**config.mk**
```make
export PLATFORM = sky130hd
export DESIGN_NAME = fir_sample_feeder
export DESIGN_NICKNAME = d
export VERILOG_FILES = /design/src/rtl/fir_sample_feeder.sv
export SDC_FILE = /design/constraint.sdc
export NUM_CORES = 1
export LEC_CHECK = 0
export BUFFER_PORTS_ARGS = -buffer_cell sky130_fd_sc_hd__buf_4
export CORE_UTILIZATION = 30
export DETAILED_ROUTE_END_ITERATION = 8
export GPL_TIMING_DRIVEN = 0
export PLACE_DENSITY = 0.42
export SKIP_LAST_GASP = 1
export SYNTH_ARGS = -nofsm -noshare
export SYNTH_HDL_FRONTEND = slang
export SYNTH_SLANG_ARGS = --single-unit
```
**constraint.sdc**
```tcl
create_clock -name clk -period 6.8 [get_ports clk]
set_input_delay 0.68 -clock clk [delete_from_list [all_inputs] [get_ports clk]]
set_output_delay 0.68 -clock clk [all_outputs]
set_load 0.02 [all_outputs]
```
**src/rtl/fir_sample_feeder.sv**
```systemverilog
// fir_sample_feeder: buffers upstream samples and paces the fir input.
// Each frame ends with N_TAPS-1 zero beats, LATENCY drain beats, frame_done.
module fir_sample_feeder #(
  parameter int DW       = 18,
  parameter int DEPTH    = 16,
  parameter int N_TAPS   = 11,
  parameter int LATENCY  = 12,
  parameter int RATE_DIV = 1
) (
  input  logic          clk,
  input  logic          reset,
  input  logic          s_valid,
  output logic          s_ready,
  input  logic [DW-1:0] s_data,
  input  logic          s_last,
  output logic          fir_clk_ena,
  output logic          fir_i_valid,
  output logic [DW-1:0] fir_i_in,
  output logic          frame_done,
  output logic          busy
);

  localparam int AW   = $clog2(DEPTH);
  localparam int NW   = AW + 1;
  localparam int MAXC = (N_TAPS > LATENCY) ? N_TAPS : LATENCY;
  localparam int CW   = $clog2(MAXC + 1);
  localparam int DVW  = $clog2(RATE_DIV + 1);

  localparam logic [NW-1:0]  FULL_N   = NW'(DEPTH);
  localparam logic [CW-1:0]  FLUSH_N  = CW'(N_TAPS - 1);
  localparam logic [CW-1:0]  DRAIN_N  = CW'(LATENCY);
  localparam logic [CW-1:0]  CNT_ONE  = CW'(1);
  localparam logic [DVW-1:0] DIV_LAST = DVW'(RATE_DIV - 1);

  typedef enum logic [1:0] {
    ST_STREAM,
    ST_FLUSH,
    ST_DRAIN
  } state_t;

  // FIFO storage and bookkeeping
  logic [DW:0]    mem_q [DEPTH];
  logic [AW-1:0]  wr_ptr_q;
  logic [AW-1:0]  rd_ptr_q;
  logic [NW-1:0]  count_q;
  logic [NW-1:0]  count_d;
  logic           s_ready_q;

  // one-entry holding stage between FIFO and beat logic
  logic           s1_vld_q;
  logic           s1_last_q;
  logic [DW-1:0]  s1_data_q;

  // beat pacing and sequencing
  logic [DVW-1:0] div_q;
  state_t         state_q;
  logic [CW-1:0]  cnt_q;

  // registered fir-side outputs
  logic           ena_q;
  logic           vld_q;
  logic [DW-1:0]  in_q;
  logic           done_q;

  logic push;
  logic pop;
  logic slot;
  logic consume;
  logic beat;
  logic refill_ok;
  logic fifo_empty;

  assign push       = s_valid && s_ready_q;
  assign fifo_empty = (count_q == '0);
  assign slot       = (div_q == '0);

  assign consume = (state_q == ST_STREAM)
                && slot && s1_vld_q;

  assign beat = consume
             || (slot && (state_q != ST_STREAM));

  // the stage refills only while streaming and
  // never right behind the last sample of a frame
  assign refill_ok = (state_q == ST_STREAM)
                  && (!s1_vld_q
                   || (consume && !s1_last_q));

  assign pop = refill_ok && !fifo_empty;

  assign count_d = count_q
                 + NW'(push)
                 - NW'(pop);

  // FIFO storage write port, no reset needed
  always_ff @(posedge clk) begin
    if (push) begin
      mem_q[wr_ptr_q] <= {s_last, s_data};
    end
  end

  // FIFO pointers, occupancy and registered ready
  always_ff @(posedge clk) begin
    if (reset) begin
      wr_ptr_q  <= '0;
      rd_ptr_q  <= '0;
      count_q   <= '0;
      s_ready_q <= 1'b0;
    end else begin
      if (push) begin
        wr_ptr_q <= wr_ptr_q + AW'(1);
      end
      if (pop) begin
        rd_ptr_q <= rd_ptr_q + AW'(1);
      end
      count_q   <= count_d;
      s_ready_q <= (count_d != FULL_N);
    end
  end

  // holding stage: loaded on pop, emptied when its beat goes out
  always_ff @(posedge clk) begin
    if (reset) begin
      s1_vld_q  <= 1'b0;
      s1_last_q <= 1'b0;
      s1_data_q <= '0;
    end else if (pop) begin
      s1_vld_q  <= 1'b1;
      s1_last_q <= mem_q[rd_ptr_q][DW];
      s1_data_q <= mem_q[rd_ptr_q][DW-1:0];
    end else if (consume) begin
      s1_vld_q  <= 1'b0;
    end
  end

  // rate divider: parks on the slot until a beat uses it,
  // so consecutive beats are at least RATE_DIV cycles apart
  always_ff @(posedge clk) begin
    if (reset) begin
      div_q <= '0;
    end else if (slot && !beat) begin
      div_q <= '0;
    end else if (div_q == DIV_LAST) begin
      div_q <= '0;
    end else begin
      div_q <= div_q + DVW'(1);
    end
  end

  // frame sequencer with registered fir-side outputs
  always_ff @(posedge clk) begin
    if (reset) begin
      state_q <= ST_STREAM;
      cnt_q   <= '0;
      ena_q   <= 1'b0;
      vld_q   <= 1'b0;
      in_q    <= '0;
      done_q  <= 1'b0;
    end else begin
      ena_q  <= beat;
      vld_q  <= beat && (state_q != ST_DRAIN);
      done_q <= 1'b0;
      unique case (state_q)
        ST_STREAM: begin
          if (consume) begin
            in_q <= s1_data_q;
            if (s1_last_q) begin
              if (N_TAPS > 1) begin
                state_q <= ST_FLUSH;
                cnt_q   <= FLUSH_N;
              end else begin
                state_q <= ST_DRAIN;
                cnt_q   <= DRAIN_N;
              end
            end
          end
        end
        ST_FLUSH: begin
          if (beat) begin
            in_q <= '0;
            if (cnt_q == CNT_ONE) begin
              state_q <= ST_DRAIN;
              cnt_q   <= DRAIN_N;
            end else begin
              cnt_q <= cnt_q - CNT_ONE;
            end
          end
        end
        ST_DRAIN: begin
          if (beat) begin
            in_q <= '0;
            if (cnt_q == CNT_ONE) begin
              state_q <= ST_STREAM;
              cnt_q   <= '0;
              done_q  <= 1'b1;
            end else begin
              cnt_q <= cnt_q - CNT_ONE;
            end
          end
        end
        default: begin
          state_q <= ST_STREAM;
          cnt_q   <= '0;
        end
      endcase
    end
  end

  assign s_ready     = s_ready_q;
  assign fir_clk_ena = ena_q;
  assign fir_i_valid = vld_q;
  assign fir_i_in    = in_q;
  assign frame_done  = done_q;

  assign busy = (state_q != ST_STREAM)
             || !fifo_empty
             || s1_vld_q;

endmodule

```
==> results of run 1 <==
==> kinds of logic (layout without fill, tap and decap cells) <==
| family | Yosys count | in the layout | synth area share |
|---|---|---|---|
| buffers and inverters | 64 | 195 | 0.02429 |
| muxes | 115 | 115 | 0.1144 |
| AOI/OAI and AO/OA | 125 | 125 | 0.06371 |
| adders and majority gates | 19 | 19 | 0.01725 |
| DFF | 366 | 366 | 0.7293 |
| other | 1 | 1 | 0.0002637 |
| and+or+nand+nor | 130 | 130 | 0.04523 |
| xor gates and xnor gates | 9 | 9 | 0.005543 |
==> cell usage after synthesis, types with 2 or more instances <==
library cell / n / share of area
buf_4: 7 / 0.0037
clkbuf_1: 14 / 0.0037
nand2b_1: 2 / 0.00088
edfxtp_1: 304 / 0.64
o22ai_1: 36 / 0.016
xor2_1: 4 / 0.0025
a211oi_2: 10 / 0.0088
inv_1: 17 / 0.0045
nand3_2: 2 / 0.0014
o22ai_2: 2 / 0.0018
mux4_2: 38 / 0.060
nand3b_1: 3 / 0.0016
buf_2: 17 / 0.0060
dfxtp_1: 62 / 0.087
a22oi_1: 37 / 0.020
nor4_1: 2 / 0.00088
a41oi_1: 2 / 0.0012
or3_1: 2 / 0.00088
nand3_1: 2 / 0.00070
nand4_1: 3 / 0.0013
a21o_1: 2 / 0.0011
a211oi_1: 9 / 0.0048
nor2b_1: 7 / 0.0031
a21oi_1: 14 / 0.0049
buf_6: 6 / 0.0048
nor3_1: 24 / 0.0084
ha_1: 18 / 0.016
xnor2_1: 5 / 0.0031
nor2_1: 62 / 0.016
mux2i_1: 77 / 0.054
nand2_1: 12 / 0.0032
o21ai_0: 8 / 0.0028
==> cell usage in the layout, fill, tap and decap left out, drive strengths merged, types with 19 or more instances in the layout <==
cell type	instances
edfxtp	304
clkbuf	67
a211oi	19
o22ai	38
buf	88
nor3	24
nor2	62
mux2i	77
a22oi	37
mux4	38
dfxtp	62
==> power by group <==
part / switching, mW / leakage (nW) / internal (mW)
clock: 0.887 / 0.610 / 1.23
sequential: 0.0871 / 3.25 / 2.55
combinational: 0.870 / 1.49 / 0.589
total: 1.84 / 5.34 / 4.37
==> worst reg2reg max path: stages (launching register included) <==
cell      delay (ns)
dfxtp_1         0.31
inv_1           0.08
ha_1            0.16
or4b_4          0.51
nand3_2         0.18
inv_1           0.10
buf_2           0.25
ha_1            0.32
inv_1           0.04
ha_1            0.20
fa_1            0.44
a21oi_1         0.17
o21bai_1        0.10
xnor2_1         0.24
a41oi_1         0.16
==> metal layers <==
| metal | track usage | wire, um |
|---|---|---|
| met1 | 0.2239 | 17660 |
| met4 | 0.04943 | 732 |
| met5 | 0 | 0 |
| met3 | 0.03106 | 1805 |
| met2 | 0.2508 | 17650 |
==> cell type report <==
cell class                 count  area [um2]  area share
tap                          607       759.5     0.04495
clock buffer                  52        1110     0.06568
timing repair buffer          56       545.5     0.03229
inverter                      17       63.81    0.003777
clock inverter                23       167.7    0.009923
sequential                   366       10370      0.6137
multi-input combinational    399        3598      0.2130
buffer                        47       281.5     0.01666
==> state kept, by name, summed over array words and instances (netlist names) <==
register / flops
mem_q: 304
s_ready: 1
cnt_q: 4
s1_data_q: 18
wr_ptr_q: 4
fir_i_in: 18
count_q: 5
fir_clk_ena: 1
rd_ptr_q: 4
s1_last_q: 1
frame_done: 1
fir_i_valid: 1
div_q: 1
s1_vld_q: 1
state_q: 2
==> how the worst max path moves through the flow <==
stage                     depth (start not counted)  slack, ns     endpoint  startpoint
after floorplan                                   4       3.84  mem_q[3][0]     s_valid
after global placement                            5       1.31  mem_q[3][4]     s_valid
after detailed placement                         14       3.41      s_ready  count_q[2]
after CTS                                        14       3.35      s_ready  count_q[2]
after global routing                             14       3.20      s_ready  count_q[2]
final                                            14       3.37      s_ready  count_q[2]
==> flow_metrics.tcl, run 1 <==
set metrics [dict create \
    grt_pass1_wl_um 54090 \
    vias 7562 \
    ys_types 51 \
    finalSetupTns_ns 0 \
    period_share 0.5039 \
    num-fill-cells 4367 \
    dpl.hpwl_um 23960 \
    grt_max_degree 20 \
    core_um2 46650 \
    cts.sinks 366 \
    rrSetupSlack_ns 3.37 \
    rsz0062_at_grt "false" \
    worst_pin_slew_ns 0.9919 \
    netlist_area_um2 14220 \
    die-area_um2 48270 \
    drive_gt1_frac 0.2219 \
    fin_area_um2 16900 \
    drtPass1Iterations 7 \
    hold_slack_ns 0.4263 \
    overflow 0 \
    p_per_area_nw_per_um2 368.0 \
    crit_type "reg2reg" \
    post_cts_resized 0 \
    holdCritStartpoint "s_data[9]" \
    path_clk_slew_ns 0.06 \
    fin_crit_ns 3.427 \
    r2r_start "count_q[2]" \
    layout.cells.non_filler 1567 \
    cp_max_fo 10 \
    drt_iter0_markers 539 \
    setup_violations 0 \
    final_util 0.3622 \
    worstPathArrival_ns 3.82 \
    ant_nets 0 \
    htree_levels 2 \
    grt_pass1_vias 7473 \
    wl_per_cell_um 24.16 \
    leakagePower_nw 5.345 \
    area_delta_synth_final_pct 18.83 \
    nNetsFinal 970 \
    postSynthCellCount 829 \
    peakVddDrop_uv 146.7 \
    finalPower_mw 6.217 \
    crit_path_end_kind "register" \
    die_h_um 219.7 \
    skew_ns 0.01391 \
    io_buffers 43 \
    cpMaxStageDelayCell "or4b_4" \
    cap_violations 0 \
    numCtsBuffers 42 \
    fmax_mhz 291.8 \
    timing.final.max_slew_violations 0 \
    avgViaCountPerCell 4.826 \
    dieWidth_um 219.7 \
    gp_congestion 0.7125 \
    root_buffer "clkbuf_16" \
    synthArstFlopShare 0 \
    io_pins 45 \
    critical-path-top-delay-family "adder cells" \
    antenna_found_initial 0 \
    synthFlopType "edfxtp_1" \
    antenna_cells 0 \
    cts_hold_buf 0 \
    finalWirelength_um 37850 \
    crit-reg2reg-capture "s_ready" \
    synth_edf_count 304 \
    clock_path_buffers 3 \
    critical_path.startpoint_type "register" \
    hold_viol 0 \
    failed_checks "design-rule violations" \
    required_ns 7.19 \
    track_usage 0.1602 \
    place_area_um2 15620 \
    hold_class "in2reg" \
    critPathBufInv 4 \
    dpl.cell_count 1492 \
    cts_tree "yes" \
    max_slew_margin 0.3387 \
    clock_latency_ns 0.56 \
    yosysWarnings 0 \
    setup_ws_ns 3.373 \
    syn_nets 870 \
    post_cts_buffers 0 \
    hold_depth 1 \
    synth-seq-cells 366 \
    rows 79 \
    initial_utilization 0.3048 \
    r2r_cells 14 \
    ys_seq_area_frac 0.7293 \
    drc 6 \
    crit_chain "inv_1 -> ha_1 -> or4b_4 -> nand3_2 -> inv_1 -> buf_2 -> ha_1 -> inv_1 -> ha_1 -> fa_1 -> a21oi_1 -> o21bai_1 -> xnor2_1 -> a41oi_1" \
    preCtsSetupSlack_ns 3.407 \
    max_stage_delay_ns 0.51 \
    syn_area_per_cell_um2 17.15 \
    status "complete, but fails checks" \
    holdPathEnd "mem_q[13][9]" \
]
No activity file was read; power rests on OpenSTA's default activity.
==> run 2, diff against run 1 <==
--- a/config.mk
+++ b/config.mk
@@ -5,6 +5,7 @@
 export SDC_FILE = /design/constraint.sdc
 export NUM_CORES = 1
 export LEC_CHECK = 0
+export ABC_AREA = 1
 export BUFFER_PORTS_ARGS = -buffer_cell sky130_fd_sc_hd__buf_4
 export CORE_UTILIZATION = 30
 export DETAILED_ROUTE_END_ITERATION = 8
==> constraint.sdc (replaced) <==
create_clock -name clk -period 3.4 [get_ports clk]
set_input_delay 0.34 -clock clk [delete_from_list [all_inputs] [get_ports clk]]
set_output_delay 0.34 -clock clk [all_outputs]
set_load 0.02 [all_outputs]
==> run 2 against run 1 <==
Compared with the run above: the flow finishes with violations (antenna violations); final area up 9.6%; routed wire length up 18%; clock power is 110% higher; total power rose by 120%; combinational power grew to 2.9 times the previous value; die area grew 10%; utilization fell by 0.27 points; critical path depth grew 3; via count is 40% higher.
==> flow_metrics.tcl, run 2 <==
set metrics [dict create \
    status "complete, but fails checks" \
    failed_checks "antenna violations" \
    worst_pin_slew_ns 0.8280 \
    post_cts_resized 0 \
    hold_viol 0 \
    wl_per_cell_um 18.63 \
    dpl.cell_count 2317 \
    setup_violations 0 \
    cts_hold_buf 0 \
    cpMaxStageDelayCell "fa_1" \
    avgViaCountPerCell 4.415 \
    cts.sinks 366 \
    gp_congestion 0.8135 \
    crit-reg2reg-capture "s_ready" \
    initial_utilization 0.3048 \
    overflow 0 \
    synth_edf_count 304 \
    crit_path_end_kind "register" \
    worstPathArrival_ns 3.49 \
    vias 10591 \
    synth_most_common_cell "nand2_1" \
    cp_max_fo 10 \
    dieWidth_um 230.8 \
    preCtsSetupSlack_ns 0.3571 \
    post_cts_buffers 0 \
    die_h_um 230.8 \
    p_per_area_nw_per_um2 751.7 \
    netlist_area_um2 15700 \
    place_area_um2 17170 \
    synthFlopType "edfxtp_1" \
    switchingPower_mw 4.875 \
    yosysWarnings 0 \
    r2r_start "state_q[0]" \
    p_int_mw 9.043 \
    yosysTopAreaCell "edfxtp_1" \
    drc 0 \
    max_stage_delay_ns 0.44 \
    clock_path_buffers 3 \
    rows 83 \
    synth_area_leaders "edfxtp_1, nand2_1, dfxtp_1, nand3_1, inv_1" \
    fin_crit_ns 3.038 \
    period_share 0.8935 \
    synth-seq-cells 366 \
    skew_ns 0.01306 \
    timing.final.max_slew_violations 0 \
    holdPathEnd "mem_q[5][14]" \
    hold_class "in2reg" \
    grt_pass1_vias 10468 \
    drive_gt1_frac 0.1085 \
    root_buffer "clkbuf_16" \
    regMostFlops "mem_q" \
    htree_levels 2 \
    core_um2 51510 \
    dpl.hpwl_um 30560 \
    critPathBufInv 5 \
    ant_nets 1 \
    cap_violations 0 \
    rrSetupSlack_ns 0.36 \
    most-common-layout-cells "nand2_1, edfxtp_1, inv_1" \
    path_clk_slew_ns 0.06 \
    synth_common_cells "nand2_1, edfxtp_1, inv_1" \
    swShare 0.3503 \
    synthArstFlopShare 0 \
    syn_area_per_cell_um2 9.938 \
    largest_reg_flops 304 \
    cts_tree "yes" \
    io_buffers 43 \
    grt_pass1_wl_um 66500 \
    nNetsFinal 1723 \
    leakagePower_nw 7.674 \
    crit_chain "inv_1 -> ha_1 -> inv_2 -> o21ai_2 -> nand3_2 -> inv_2 -> buf_6 -> ha_1 -> inv_1 -> ha_1 -> fa_1 -> nand3_1 -> nand2_1 -> xor2_1 -> nand2_1 -> nand2_1 -> nand2_1" \
    die-area_um2 53260 \
    finalWirelength_um 44690 \
    postSynthCellCount 1580 \
    antenna_found_initial 2 \
    hold_depth 1 \
    track_usage 0.1719 \
    layout.cells.non_filler 2399 \
    io_pins 45 \
    r2r_cells 17 \
    ys_types 29 \
    required_ns 3.85 \
    syn_nets 1621 \
    setup_ws_ns 0.3621 \
    holdCritStartpoint "s_data[14]" \
    rsz0062_at_grt "false" \
    critical_path.startpoint_type "register" \
    drtPass1Iterations 4 \
    ys_seq_area_frac 0.6605 \
    grt_max_degree 20 \
    peakVddDrop_uv 346.6 \
    p_seq_frac 0.377 \
    numCtsBuffers 43 \
    critical-path-top-delay-family "adder cells" \
    yosysTopAreaCellShare 0.5814 \
    fmax_mhz 329.2 \
    finalPower_mw 13.92 \
    drt_iter0_markers 819 \
    combPwrFrac 0.303 \
    fin_area_um2 18520 \
    p_clk_frac 0.320 \
    critPathMostFrequentCell "nand2_1" \
    finalSetupTns_ns 0 \
    area_delta_synth_final_pct 17.93 \
    crit_type "reg2reg" \
    clock_latency_ns 0.57 \
    layout_commonest_cell "nand2_1" \
    max_slew_margin 0.4467 \
]
## run 2: changes by cell type after synthesis, sizes merged, moves of 19 or more
cell / change
a211oi: -19
a21oi: +23
a22oi: -37
buf: +26
inv: +245
mux2i: -77
mux4: -38
nand2: +501
nand3: +216
nor3: -19
o22ai: -20
## run 2: area by class of cell
class,instances,area [um2]
multi-input cells,877,3971
well taps,680,850.8
repair buffers,57,570.5
inverters,262,985.9
clock buffers,59,1179
diodes,5,12.51
fillers,5218,32990
plain buffers,75,424.2
flip-flops and latches,366,10370
clock inverters,18,152.6
## run 2: cells by family (layout without fill, tap and decap cells)
logic type,count (synthesis),count (layout),share of synthesized area
other,1,6,0.0002388
XOR/XNOR,6,6,0.003347
AND/OR/NAND/NOR,785,785,0.2068
flip-flops,366,366,0.6605
adder cells (fa/ha/maj),19,19,0.01562
AO/OA/AOI/OAI,66,66,0.02375
buffers and inverters,337,471,0.08981
## run 2: worst max path at each step
stage               endpoint  cells past startpoint  startpoint
2_1_floorplan        s_ready                     17  state_q[0]
3_3_place_gp   mem_q[13][14]                      5     s_valid
3_5_place_dp         s_ready                     17  state_q[0]
4_1_cts              s_ready                     17  state_q[0]
5_1_grt              s_ready                     15  state_q[0]
6_report             s_ready                     17  state_q[0]
## run 2: per-stage QoR
step,hold WS [ns],utilization
2_1_floorplan,0.4389,-
3_3_place_gp,0.4577,0.3276
3_5_place_dp,0.4595,0.3334
4_1_cts,0.07893,0.3592
5_1_grt,0.1017,0.3592
6_report,0.09737,0.3595
## run 2: routing by layer
metal / part of all wire / global-route usage / vias up / wire length (um)
li1: - / - / 5306 / -
met5: 0 / 0 / - / 0
met1: 0.47 / 0.2331 / 5019 / 21040
met3: 0.045 / 0.03125 / 71 / 2023
met4: 0.029 / 0.06623 / 0 / 1313
met2: 0.45 / 0.2718 / 195 / 20320
## run 2: power by group through the flow
stage	clock (mW)	sequential, mW	combinational (mW)
after global routing	4.72	5.27	4.74
after detailed placement	0	5.34	4.28
after CTS	4.57	5.25	4.30
after floorplan	0	5.37	2.64
after global placement	0	5.34	4.22
final	4.45	5.25	4.22
==> run 3, diff against run 2 <==
--- a/config.mk
+++ b/config.mk
@@ -8,6 +8,7 @@
 export ABC_AREA = 1
 export BUFFER_PORTS_ARGS = -buffer_cell sky130_fd_sc_hd__buf_4
 export CORE_UTILIZATION = 30
+export CTS_BUF_LIST = sky130_fd_sc_hd__clkbuf_8 sky130_fd_sc_hd__clkbuf_16
 export DETAILED_ROUTE_END_ITERATION = 8
 export GPL_TIMING_DRIVEN = 0
 export PLACE_DENSITY = 0.42
==> run 3 against run 2 <==
Compared with the run above: the run still ends with antenna violations left; final cell count about the same; register-to-register slack about the same; global-route usage about the same; critical path depth unchanged; utilization about the same; worst setup slack improved by 0.0044 ns; via count increased by 0.29%.
==> flow_metrics.tcl, run 3 (synthesized netlist as in run 2, its figures left out) <==
set metrics [dict create \
    wl_met2_um 20320 \
    cp_max_fo 10 \
    fmax_mhz 329.6 \
    hold_slack_ns 0.09939 \
    root_buffer "clkbuf_16" \
    multi_input_area_um2 3971 \
    post_cts_resized 0 \
    fin_area_um2 18520 \
    hold_viol 0 \
    grt_max_degree 20 \
    p_per_area_nw_per_um2 749.3 \
    grt_pass1_wl_um 66510 \
    dpl.hpwl_um 30560 \
    preCtsSetupSlack_ns 0.3571 \
    clock_path_buffers 3 \
    layout.cells.non_filler 2400 \
    area_delta_synth_final_pct 17.95 \
    io_pins 45 \
    most-common-layout-cells "nand2_1, edfxtp_1, inv_1" \
    vias 10622 \
    seq_area_um2 10370 \
    avgViaCountPerCell 4.426 \
    critical_path.startpoint_type "register" \
    overflow 0 \
    path_clk_slew_ns 0.06 \
    rsz0062_at_grt "false" \
    ant_nets 1 \
    numCtsBuffers 43 \
    cap_violations 0 \
    dpl.cell_count 2317 \
    finalSetupTns_ns 0 \
    leakagePower_nw 7.732 \
    final_util 0.3595 \
    post_cts_buffers 0 \
    worstPathArrival_ns 3.49 \
    peakVddDrop_uv 345.4 \
    period_share 0.8922 \
    core_um2 51510 \
    largest_reg_flops 304 \
    hold_class "in2reg" \
    setup_violations 0 \
    drc 0 \
    gp_congestion 0.8135 \
    status "complete, but fails checks" \
    rows 83 \
    wl_per_cell_um 18.60 \
    nNetsFinal 1723 \
    cts_hold_buf 0 \
    timing.final.max_slew_violations 0 \
    clock_latency_ns 0.57 \
    num-fill-cells 5219 \
    regMostFlops "mem_q" \
    htree_levels 2 \
    crit_path_end_kind "register" \
    place_area_um2 17170 \
    highest_layer "met4" \
    die_h_um 230.8 \
    io_buffers 43 \
    cts.sinks 366 \
    r2r_start "state_q[0]" \
    r2r_cells 17 \
    wl_met1_um 20760 \
    finalWirelength_um 44640 \
    setup_ws_ns 0.3665 \
    max_slew_margin 0.4511 \
    holdPathEnd "mem_q[7][14]" \
    worst_pin_slew_ns 0.8215 \
    antenna_found_initial 2 \
    fin_crit_ns 3.034 \
    hold_depth 1 \
    layout_commonest_cell "nand2_1" \
    drtPass1Iterations 5 \
    drt_iter0_markers 791 \
    track_usage 0.1719 \
    dr_wl_met3_um 2256 \
    failed_checks "antenna violations" \
    grt_pass1_vias 10470 \
    holdCritStartpoint "s_data[14]" \
    drive_gt1_frac 0.1085 \
    initial_utilization 0.3048 \
    crit_type "reg2reg" \
    rrSetupSlack_ns 0.37 \
    required_ns 3.85 \
    cts_tree "yes" \
    die-area_um2 53260 \
    dieWidth_um 230.8 \
    skew_ns 0.01270 \
    finalPower_mw 13.88 \
    crit-reg2reg-capture "s_ready" \
]
==> run 3: changes by cell type in the layout (fill, tap and decap cells not counted) <==
cell      before  now
clkbuf_1      31   17
inv_1        258  272
diode_2        5    6
==> run 3: worst max path at each step <==
stage,startpoint,end,slack [ns],cells past startpoint
2_1_floorplan,state_q[0],s_ready,0.75,17
3_3_place_gp,s_valid,mem_q[13][14],0.20,5
3_5_place_dp,state_q[0],s_ready,0.36,17
4_1_cts,state_q[0],s_ready,0.34,17
5_1_grt,state_q[0],s_ready,0.14,15
6_report,state_q[0],s_ready,0.37,17
==> run 3: critical path, stage by stage (launching register included) <==
cell	delay [ns]
dfxtp_1	0.36
inv_1	0.10
ha_1	0.25
inv_2	0.16
o21ai_2	0.08
nand3_2	0.19
inv_2	0.10
buf_6	0.17
ha_1	0.27
inv_1	0.04
ha_1	0.21
fa_1	0.44
nand3_1	0.10
nand2_1	0.07
xor2_1	0.18
nand2_1	0.08
nand2_1	0.06
nand2_1	0.06
==> run 3: layout make-up <==
cell class	count	area share
tap	680	0.04594
inverter	262	0.05324
clock inverter	32	0.01108
sequential	366	0.5600
timing repair buffer	57	0.03081
multi-input combinational	877	0.2144
clock buffer	45	0.06081
antenna	6	0.0008108
buffer	75	0.02290
==> run 3: metal layers <==
| metal | GRT usage | vias to the layer above |
|---|---|---|
| met4 | 0.06623 | 0 |
| li1 | - | 5306 |
| met1 | 0.2331 | 5016 |
| met3 | 0.03125 | 71 |
| met2 | 0.2718 | 229 |
| met5 | 0 | - |
==> run 3: where the power goes <==
| group | internal, mW | switching, mW | leakage (nW) | total, mW |
|---|---|---|---|---|
| clock | 2.59 | 1.81 | 0.707 | 4.41 |
| sequential | 5.14 | 0.103 | 3.25 | 5.25 |
| combinational | 1.26 | 2.96 | 3.78 | 4.22 |
| total | 9.00 | 4.88 | 7.73 | 13.9 |
